`src/rtl/imm_gen_pipe_pkg.sv`:
```
// Shared encodings for the decode-stage immediate generator.
package imm_gen_pipe_pkg;

  localparam int unsigned SRC_W = 3;

  localparam logic [SRC_W-1:0] IMM_I = 3'd0;
  localparam logic [SRC_W-1:0] IMM_S = 3'd1;
  localparam logic [SRC_W-1:0] IMM_B = 3'd2;
  localparam logic [SRC_W-1:0] IMM_U = 3'd3;
  localparam logic [SRC_W-1:0] IMM_J = 3'd4;
  localparam logic [SRC_W-1:0] IMM_Z = 3'd5;

  localparam int unsigned XLEN_32 = 32;
  localparam int unsigned XLEN_64 = 64;

endpackage : imm_gen_pipe_pkg

```
`src/rtl/imm_gen_pipe_if.sv`:
```
// Input and output valid/ready streams of the immediate generator.
interface imm_gen_pipe_if #(
  parameter int unsigned XLEN  = 32,
  parameter int unsigned TAG_W = 8
);
  logic             in_valid;
  logic             in_ready;
  logic [31:0]      instr;
  logic [2:0]       imm_src;
  logic [TAG_W-1:0] in_tag;

  logic             out_valid;
  logic             out_ready;
  logic [XLEN-1:0]  out_imm;
  logic [TAG_W-1:0] out_tag;
  logic             out_err;

  // slave: the generator itself
  modport slave (
    input  in_valid, instr, imm_src, in_tag, out_ready,
    output in_ready, out_valid, out_imm, out_tag, out_err
  );

  // master: producer/consumer wrapped around the generator
  modport master (
    output in_valid, instr, imm_src, in_tag, out_ready,
    input  in_ready, out_valid, out_imm, out_tag, out_err
  );
endinterface : imm_gen_pipe_if

```
`src/rtl/imm_gen_pipe_imm_format.sv`:
```
// Combinational RV32/RV64 immediate formatter; also used by the branch-target unit.
module imm_format
  import imm_gen_pipe_pkg::*;
#(
  parameter int unsigned XLEN = 32
) (
  input  logic [31:0]      instr,
  input  logic [SRC_W-1:0] imm_src,
  output logic [XLEN-1:0]  imm_c,
  output logic             err_c
);

  // Each field is cast to signed so the width cast replicates its top bit.
  always_comb begin
    imm_c = '0;
    err_c = 1'b0;
    unique case (imm_src)
      IMM_I: imm_c = XLEN'(signed'(instr[31:20]));
      IMM_S: imm_c = XLEN'(signed'({instr[31:25], instr[11:7]}));
      IMM_B: imm_c = XLEN'(signed'({instr[31], instr[7], instr[30:25], instr[11:8], 1'b0}));
      IMM_U: imm_c = XLEN'(signed'({instr[31:12], 12'b0}));
      IMM_J: imm_c = XLEN'(signed'({instr[31], instr[19:12], instr[20], instr[30:21], 1'b0}));
      IMM_Z: imm_c = XLEN'(instr[19:15]);
      default: begin
        imm_c = '0;
        err_c = 1'b1;
      end
    endcase
  end

endmodule : imm_format

```
`src/rtl/imm_gen_pipe.sv`:
```
// Registered immediate generator with a 2-entry skid buffer and flush.
module imm_gen_pipe
  import imm_gen_pipe_pkg::*;
#(
  parameter int unsigned XLEN  = 32,
  parameter int unsigned TAG_W = 8
) (
  input logic           clk,
  input logic           rst,
  input logic           flush,
  imm_gen_pipe_if.slave bus
);

  typedef struct packed {
    logic [XLEN-1:0]  imm;
    logic [TAG_W-1:0] tag;
    logic             err;
    logic             valid;
  } entry_t;

  entry_t          out_q, out_d;
  entry_t          skid_q, skid_d;
  entry_t          new_entry;
  logic [XLEN-1:0] fmt_imm;
  logic            fmt_err;
  logic            in_ready_c;
  logic            accept;
  logic            drain;

  imm_format #(.XLEN(XLEN)) u_imm_format (
    .instr   (bus.instr),
    .imm_src (bus.imm_src),
    .imm_c   (fmt_imm),
    .err_c   (fmt_err)
  );

  assign new_entry  = '{imm: fmt_imm, tag: bus.in_tag, err: fmt_err, valid: 1'b1};
  // Ready depends only on skid occupancy, never on out_ready.
  assign in_ready_c = !skid_q.valid && !rst;
  assign accept     = bus.in_valid && in_ready_c;
  assign drain      = out_q.valid && bus.out_ready;

  always_comb begin
    out_d  = out_q;
    skid_d = skid_q;
    if (flush) begin
      out_d.valid  = 1'b0;
      skid_d.valid = 1'b0;
    end else if (!out_q.valid || drain) begin
      if (skid_q.valid) begin
        out_d        = skid_q;
        skid_d.valid = 1'b0;
      end else if (accept) begin
        out_d = new_entry;
      end else begin
        out_d.valid = 1'b0;
      end
    end else if (accept) begin
      skid_d = new_entry;
    end
  end

  always_ff @(posedge clk) begin
    if (rst) begin
      out_q  <= '0;
      skid_q <= '0;
    end else begin
      out_q  <= out_d;
      skid_q <= skid_d;
    end
  end

  assign bus.in_ready  = in_ready_c;
  assign bus.out_valid = out_q.valid;
  assign bus.out_imm   = out_q.imm;
  assign bus.out_tag   = out_q.tag;
  assign bus.out_err   = out_q.err;

endmodule : imm_gen_pipe

```
`src/flat_wrapper.sv`:
```
// flat-port wrapper written by rule: the top's interface ports become plain ports
module imm_gen_pipe_flat import imm_gen_pipe_pkg::*;
#(
  parameter int unsigned XLEN  = 32,
  parameter int unsigned TAG_W = 8
)
  (clk, rst, flush, bus_in_valid, bus_instr, bus_imm_src, bus_in_tag, bus_out_ready, bus_in_ready, bus_out_valid, bus_out_imm, bus_out_tag, bus_out_err);
  imm_gen_pipe_if #(.XLEN(XLEN), .TAG_W(TAG_W)) bus_i ();
  input logic clk;
  input logic rst;
  input logic flush;
  input wire logic [$bits(bus_i.in_valid)-1:0] bus_in_valid;
  input wire logic [$bits(bus_i.instr)-1:0] bus_instr;
  input wire logic [$bits(bus_i.imm_src)-1:0] bus_imm_src;
  input wire logic [$bits(bus_i.in_tag)-1:0] bus_in_tag;
  input wire logic [$bits(bus_i.out_ready)-1:0] bus_out_ready;
  output wire logic [$bits(bus_i.in_ready)-1:0] bus_in_ready;
  output wire logic [$bits(bus_i.out_valid)-1:0] bus_out_valid;
  output wire logic [$bits(bus_i.out_imm)-1:0] bus_out_imm;
  output wire logic [$bits(bus_i.out_tag)-1:0] bus_out_tag;
  output wire logic [$bits(bus_i.out_err)-1:0] bus_out_err;
  assign bus_i.in_valid = bus_in_valid;
  assign bus_i.instr = bus_instr;
  assign bus_i.imm_src = bus_imm_src;
  assign bus_i.in_tag = bus_in_tag;
  assign bus_i.out_ready = bus_out_ready;
  assign bus_in_ready = bus_i.in_ready;
  assign bus_out_valid = bus_i.out_valid;
  assign bus_out_imm = bus_i.out_imm;
  assign bus_out_tag = bus_i.out_tag;
  assign bus_out_err = bus_i.out_err;
  imm_gen_pipe #(.XLEN(XLEN), .TAG_W(TAG_W)) u_core (.clk(clk), .rst(rst), .flush(flush), .bus(bus_i));
endmodule
```
`config.mk`:
```
export PLATFORM = sky130hd
export DESIGN_NAME = imm_gen_pipe_flat
export DESIGN_NICKNAME = d
export VERILOG_FILES = /design/src/rtl/imm_gen_pipe_pkg.sv /design/src/rtl/imm_gen_pipe_if.sv /design/src/rtl/imm_gen_pipe_imm_format.sv /design/src/rtl/imm_gen_pipe.sv /design/src/flat_wrapper.sv
export SDC_FILE = /design/constraint.sdc
export NUM_CORES = 1
export LEC_CHECK = 0
export ABC_AREA = 1
export CAP_MARGIN = 20
export CORE_UTILIZATION = 54
export CTS_BUF_LIST = sky130_fd_sc_hd__clkbuf_8 sky130_fd_sc_hd__clkbuf_16
export CTS_CLUSTER_SIZE = 12
export DETAILED_ROUTE_END_ITERATION = 10
export PLACE_DENSITY = 0.95
export SYNTH_ARGS = -nofsm -noshare
export SYNTH_HDL_FRONTEND = slang
export SYNTH_SLANG_ARGS = --single-unit
```
`constraint.sdc`:
```
create_clock -name clk -period 3.1 [get_ports clk]
set_input_delay 0.62 -clock clk [delete_from_list [all_inputs] [get_ports clk]]
set_output_delay 0.62 -clock clk [all_outputs]
set_load 0.03 [all_outputs]
```
==> results of run 1 <==
[logic make-up (layout without fill, tap and decap cells)]
kind of cell | after synthesis | in the layout
AO/OA/AOI/OAI | 165 | 165
AND/OR/NAND/NOR | 238 | 238
buffers and inverters | 98 | 164
flip-flops | 84 | 84
[metrics by stage]
step / setup WS (ns) / cell area (um2) / hold WS (ns) / cells / power (uW)
after global placement: 0.623 / 4790 / 0.461 / 734 / 1510
after floorplan: 1.52 / 4000 / 0.454 / 585 / 1370
final: 0.729 / 4980 / 0.495 / 750 / 2260
after CTS: 0.728 / 4980 / 0.492 / 750 / 2270
after global routing: 0.689 / 4980 / 0.511 / 750 / 2360
after detailed placement: 0.515 / 4790 / 0.473 / 734 / 1520
[per-layer routing]
layer	up-vias	part of all wire [%]	track usage [%]
li1	2029	-	-
met1	1822	42	36.3
met2	178	48	48.1
met3	25	7.4	5.75
met4	0	2.5	14.1
met5	-	0	0
[cells in the mapped netlist]
cell type  number  area [um2]
nand2_1       112         420
a21oi_1        87         435
dfxtp_1        84        1680
nor2_1         74         278
o21ai_0        57         285
inv_1          49         184
nand3_1        22         110
nand4_1        20         125
o21ai_1        19        95.1
buf_2          14        70.1
clkbuf_1       14        52.6
buf_6           8        90.1
nand2_2         6        37.5
clkbuf_2        4        20.0
buf_4           3        22.5
inv_2           3        11.3
a21oi_2         2        17.5
inv_4           2        12.5
buf_1           1        3.75
nand4_2         1        12.5
nor2_2          1        6.26
nor2_4          1        11.3
nor2_8          1        20.0
[worst max path at each step]
stage | slack, ns | startpoint | endpoint | cells after the start
after floorplan | 1.52 | rst | u_core.skid_q[16] | 6
after global placement | 0.62 | bus_imm_src[1] | u_core.skid_q[40] | 9
after detailed placement | 0.52 | bus_imm_src[1] | u_core.skid_q[36] | 9
after CTS | 0.73 | rst | bus_in_ready | 4
after global routing | 0.69 | rst | bus_in_ready | 4
final | 0.73 | rst | bus_in_ready | 4
[power by group through the flow]
stage	Combinational, uW	Clock, uW	Sequential [uW]
after floorplan	164	0	1200
after global placement	359	0	1150
after detailed placement	369	0	1150
after CTS	371	771	1120
after global routing	405	827	1130
final	374	758	1120
[sequential cells by signal, indices dropped and copies added, names as in the netlist]
register,flops
u_core.skid_q,42
u_core.bus.out_err,1
u_core.bus.out_imm,32
u_core.bus.out_tag,8
u_core.bus.out_valid,1
[layout make-up]
type	count	area share, %
repair buffers	94	18.5
clock inverters	5	0.829
flip-flops and latches	84	33.7
inverters	54	4.17
clock buffers	11	3.04
well taps	99	2.49
multi-input cells	403	37.2
[cell usage in the layout, fill, tap and decap left out, types with 2 or more instances in the layout]
master | Yosys | layout
a21oi_1 | 87 | 87
nand2_2 | 6 | 6
inv_6 | 0 | 2
nand3_1 | 22 | 22
clkbuf_8 | 0 | 11
clkinvlp_4 | 0 | 2
o21ai_0 | 57 | 57
inv_2 | 3 | 3
buf_4 | 3 | 11
inv_1 | 49 | 49
nand4_1 | 20 | 20
a21oi_2 | 2 | 2
inv_4 | 2 | 2
dfxtp_1 | 84 | 84
o21ai_1 | 19 | 19
clkdlybuf4s50_1 | 0 | 82
nor2_1 | 74 | 74
nand2_1 | 112 | 112
[worst max-delay path: stages]
cell	delay [ns]
clkdlybuf4s50_1	0.53
buf_4	0.35
nor2_4	0.06
buf_4	0.18
==> impl_metrics.csv, run 1 <==
group,metric,value,unit
logic_synthesis,synthCells,585,
layout,finalCoreUtilization,69.1,%
timing,fmax,422,MHz
place,io_buffers,83,
clocking,cts_resized,0,
worst_setup_path,r2r_slack,1.29,ns
logic_synthesis,ys_seq_area_share,42.0,%
global_routing,grt_usage,29.1,%
job,cap_violations,0,
floorplan,dieArea,7760,um2
floorplan,core_region_area,7210,um2
detailed_routing,drcViolationCount,0,
timing,setup-tns-final,0,ns
clocking,hold_buffers,0,
worst_setup_path,reg2reg_from,"u_core.skid_q[0]",
global_routing,grt_pass1_vias,3813,
detailed_routing,wl,10.8,mm
power,p_per_area,453,nW/um2
worst_setup_path,cp.required,2.48,ns
clocking,clk_latency,0.36,ns
worst_hold_path,hold_path_depth,2,
power,clkPwrFrac,33.6,%
worst_setup_path,critPathKind,"input pin to output pin",
worst_setup_path,cp-end-kind,"output pin",
layout,multiInputGateArea,1850,um2
floorplan,rows,31,
timing,rsz0062_at_grt,"false",
clocking,clk_pin_slew,0.09,ns
detailed_routing,drt-vias-per-instance,5.41,
logic_synthesis,synth_mux_area_share,0,%
logic_synthesis,synth_warnings,0,
timing,hold_viol_final,0,
floorplan,die_w,88.1,um
power,pwr-share-comb,16.6,%
timing,fin_crit,2.37,ns
clocking,clockRootBuffer,"clkbuf_8",
run_status,status,"complete, no violations",
power,power.switching,655,uW
place,gp_congestion,0.909,
worst_setup_path,cp_max_fo,28,
place,dp_hpwl,7.08,mm
detailed_routing,drt_pre_antenna_iters,7,
layout,final-seq-area,1680,um2
power,power_frac_seq,49.8,%
power,p_sw_share,29.1,%
timing,setup_violations,0,
worst_setup_path,startpoint_type,"input pin",
power,power.leakage,0.00225,uW
logic_synthesis,synth_xor_area_share,0,%
floorplan,die_h,88.1,um
worst_hold_path,min_path_type,"register to register",
global_routing,grt_first_pass_wirelength,17.5,mm
worst_hold_path,holdCritStartpoint,"u_core.skid_q[8]",
timing,skew,0.0134,ns
worst_setup_path,r2r-end,"u_core.skid_q[23]",
clocking,clkSinkCount,84,
layout,antenna_cells,0,
logic_synthesis,ys_types,23,
layout,nets,694,
clocking,cts_made_buffers,9,
logic_synthesis,synth_top_family_by_area,"simple AND/OR/NAND/NOR gates",
detailed_routing,drt-initial-drc-count,241,
worst_setup_path,arrival,1.75,ns
clocking,clock_path_buffers,2,
clocking,cts_tree,"built",
floorplan,start_util,55.5,%
global_routing,grt_antenna_before_repair,0,
detailed_routing,ant_nets,0,
logic_synthesis,synth_compound_area_share,20.8,%
clocking,htreeDepth,3,
floorplan,io_pins,91,
logic_synthesis,synth-simple-area-share,25.5,%
timing,fin_crit_sh,76.5,%
logic_synthesis,synth_area_per_cell,6.84,um2
logic_synthesis,ys_ff_latch,84,
global_routing,grt_overflow,0,
layout,nFillCells,610,
detailed_routing,wl_per_cell,14.5,um
worst_setup_path,reg2reg_depth,7,
layout,syn2layout_area_growth,24.5,%
logic_synthesis,syn_area,4000,um2
power,vdd_drop_max,0.322,mV
global_routing,grt_max_degree,66,
power,p_int,1600,uW
detailed_routing,vias,4054,
timing,drv_slew,0,
worst_hold_path,holdPathEnd,"u_core.skid_q[8]",
clocking,post_cts_buffers,0,
logic_synthesis,synthesis.nets,633,
timing,worstMarginPinSlew,0.581,ns
logic_synthesis,synth_fa_ha_area_share,0,%
layout,drive_gt1_share,6.91,%
timing,max-slew-margin-rel,61.1,%
Power figures use the tool's default switching activity.
==> run 2, diff against run 1 <==
--- a/config.mk
+++ b/config.mk
@@ -7,11 +7,11 @@
 export LEC_CHECK = 0
 export ABC_AREA = 1
 export CAP_MARGIN = 20
-export CORE_UTILIZATION = 54
+export CORE_UTILIZATION = 50
 export CTS_BUF_LIST = sky130_fd_sc_hd__clkbuf_8 sky130_fd_sc_hd__clkbuf_16
 export CTS_CLUSTER_SIZE = 12
 export DETAILED_ROUTE_END_ITERATION = 10
-export PLACE_DENSITY = 0.95
+export PLACE_DENSITY = 0.91
 export SYNTH_ARGS = -nofsm -noshare
 export SYNTH_HDL_FRONTEND = slang
 export SYNTH_SLANG_ARGS = --single-unit
==> constraint.sdc (replaced) <==
create_clock -name clk -period 2.3 [get_ports clk]
set_input_delay 0.46 -clock clk [delete_from_list [all_inputs] [get_ports clk]]
set_output_delay 0.46 -clock clk [all_outputs]
set_load 0.03 [all_outputs]
==> impl_metrics.csv, run 2 (same netlist as run 1, synthesis figures left out) <==
group,metric,value,unit
place,gp_congestion,0.893,
floorplan,core_region_area,7730,um2
clocking,hold_buffers,0,
worst_setup_path,critPathLaunch,"rst",
clocking,clk_pin_slew,0.08,ns
detailed_routing,vias,4137,
run_status,status,"complete, no violations",
layout,drive_gt1_share,7.75,%
detailed_routing,ant_nets,0,
worst_setup_path,cp.required,1.84,ns
worst_setup_path,cp_common_cell,"buf_4",
power,vdd_drop_max,0.380,mV
worst_setup_path,slowest_delay,0.54,ns
layout,syn2layout_area_growth,26.9,%
detailed_routing,drt-vias-per-instance,5.44,
clocking,clock_path_buffers,2,
detailed_routing,wl,10.8,mm
place,dp_hpwl,6.97,mm
timing,drv_slew,0,
global_routing,grt_antenna_before_repair,0,
place,io_buffers,83,
timing,rsz0062_at_grt,"false",
timing,fmax,485,MHz
clocking,clkSinkCount,84,
timing,fin_crit_sh,89.6,%
clocking,post_cts_buffers,0,
worst_setup_path,startpoint_type,"input pin",
timing,max-slew-margin-rel,47.0,%
clocking,cts_resized,0,
layout,multiInputGateArea,1850,um2
layout,nets,701,
layout,largest_reg_flops,42,
layout,regMostFlops,"u_core.skid_q",
layout,nFillCells,651,
layout,antenna_cells,0,
global_routing,grt_overflow,0,
worst_hold_path,holdCritStartpoint,"u_core.bus.out_err",
floorplan,die_w,91.5,um
timing,skew,0.00816,ns
power,p_per_area,618,nW/um2
layout,final-seq-area,1680,um2
global_routing,grt_pass1_vias,3903,
worst_setup_path,reg2reg_from,"u_core.skid_q[0]",
worst_setup_path,crit_chain,"clkdlybuf4s50_1 > buf_4 > nor2_4 > buf_4",
timing,worstMarginPinSlew,0.794,ns
timing,setup_violations,0,
floorplan,io_pins,91,
job,cap_violations,0,
global_routing,grt_first_pass_wirelength,17.8,mm
detailed_routing,drt-initial-drc-count,356,
global_routing,grt_usage,26.4,%
floorplan,die_h,91.5,um
layout,layout_common_cells,"nand2_1, a21oi_1, dfxtp_1",
timing,holdWs,0.476,ns
worst_setup_path,critPathKind,"input pin to output pin",
worst_setup_path,arrival,1.60,ns
power,power,3140,uW
power,power.leakage,0.00231,uW
timing,fin_crit,2.06,ns
worst_hold_path,min_path_type,"register to register",
clocking,cts_tree,"built",
global_routing,grt_max_degree,66,
layout,layout_commonest_cell,"nand2_1",
timing,setup-tns-final,0,ns
timing,hold_viol_final,0,
clocking,cts_made_buffers,9,
clocking,clk_latency,0.35,ns
clocking,clockRootBuffer,"clkbuf_8",
worst_setup_path,slowest_stage,"clkdlybuf4s50_1",
floorplan,rows,32,
detailed_routing,drcViolationCount,0,
floorplan,start_util,51.8,%
floorplan,dieArea,8370,um2
clocking,htreeDepth,3,
worst_setup_path,cp_max_fo,28,
worst_setup_path,cp-end-kind,"output pin",
detailed_routing,wl_per_cell,14.2,um
detailed_routing,drt_pre_antenna_iters,6,
## run 2: area by class of cell
cell class | count | share of cell area [%]
Multi-Input combinational cell | 403 | 36.5
Sequential cell | 84 | 33.1
Timing Repair Buffer | 101 | 19.6
Inverter | 54 | 4.09
Clock buffer | 12 | 3.25
Tap cell | 102 | 2.51
Clock inverter | 4 | 0.936
## run 2: routing by layer
| metal | part of all wire (%) | up-vias | global-route usage [%] |
|---|---|---|---|
| li1 | - | 2036 | - |
| met1 | 41 | 1870 | 34.1 |
| met2 | 48 | 210 | 43.7 |
| met3 | 8.9 | 21 | 5.36 |
| met4 | 1.7 | 0 | 9.39 |
| met5 | 0 | - | 0 |
## run 2: final timing paths
path         slack (ns)  cells past startpoint            endpoint
min reg2reg        0.48                      2  u_core.bus.out_err
max reg2reg        0.48                      7   u_core.skid_q[23]
min                0.48                      2  u_core.bus.out_err
max                0.24                      4        bus_in_ready
## run 2: report_power, final
group | switching [uW] | internal, uW | leakage [uW]
clock | 518 | 588 | 0.000114
sequential | 21.6 | 1490 | 0.000682
combinational | 305 | 212 | 0.00152
total | 845 | 2290 | 0.00231
## run 2: metrics by stage
stage,cells,cell area [um2],util [%],worst slack [ns]
final,760,5080,65.7,0.238
after global routing,760,5080,65.7,0.197
after CTS,760,5080,65.7,0.247
after detailed placement,744,4870,63.0,-0.0496
after global placement,743,4850,62.8,-0.217
after floorplan,585,4000,-,0.828
## run 2: critical path: cells and delay by family
kind,cells,cell delay [ns]
buffers and inverters,3,1.08
and+or+nand+nor,1,0.06
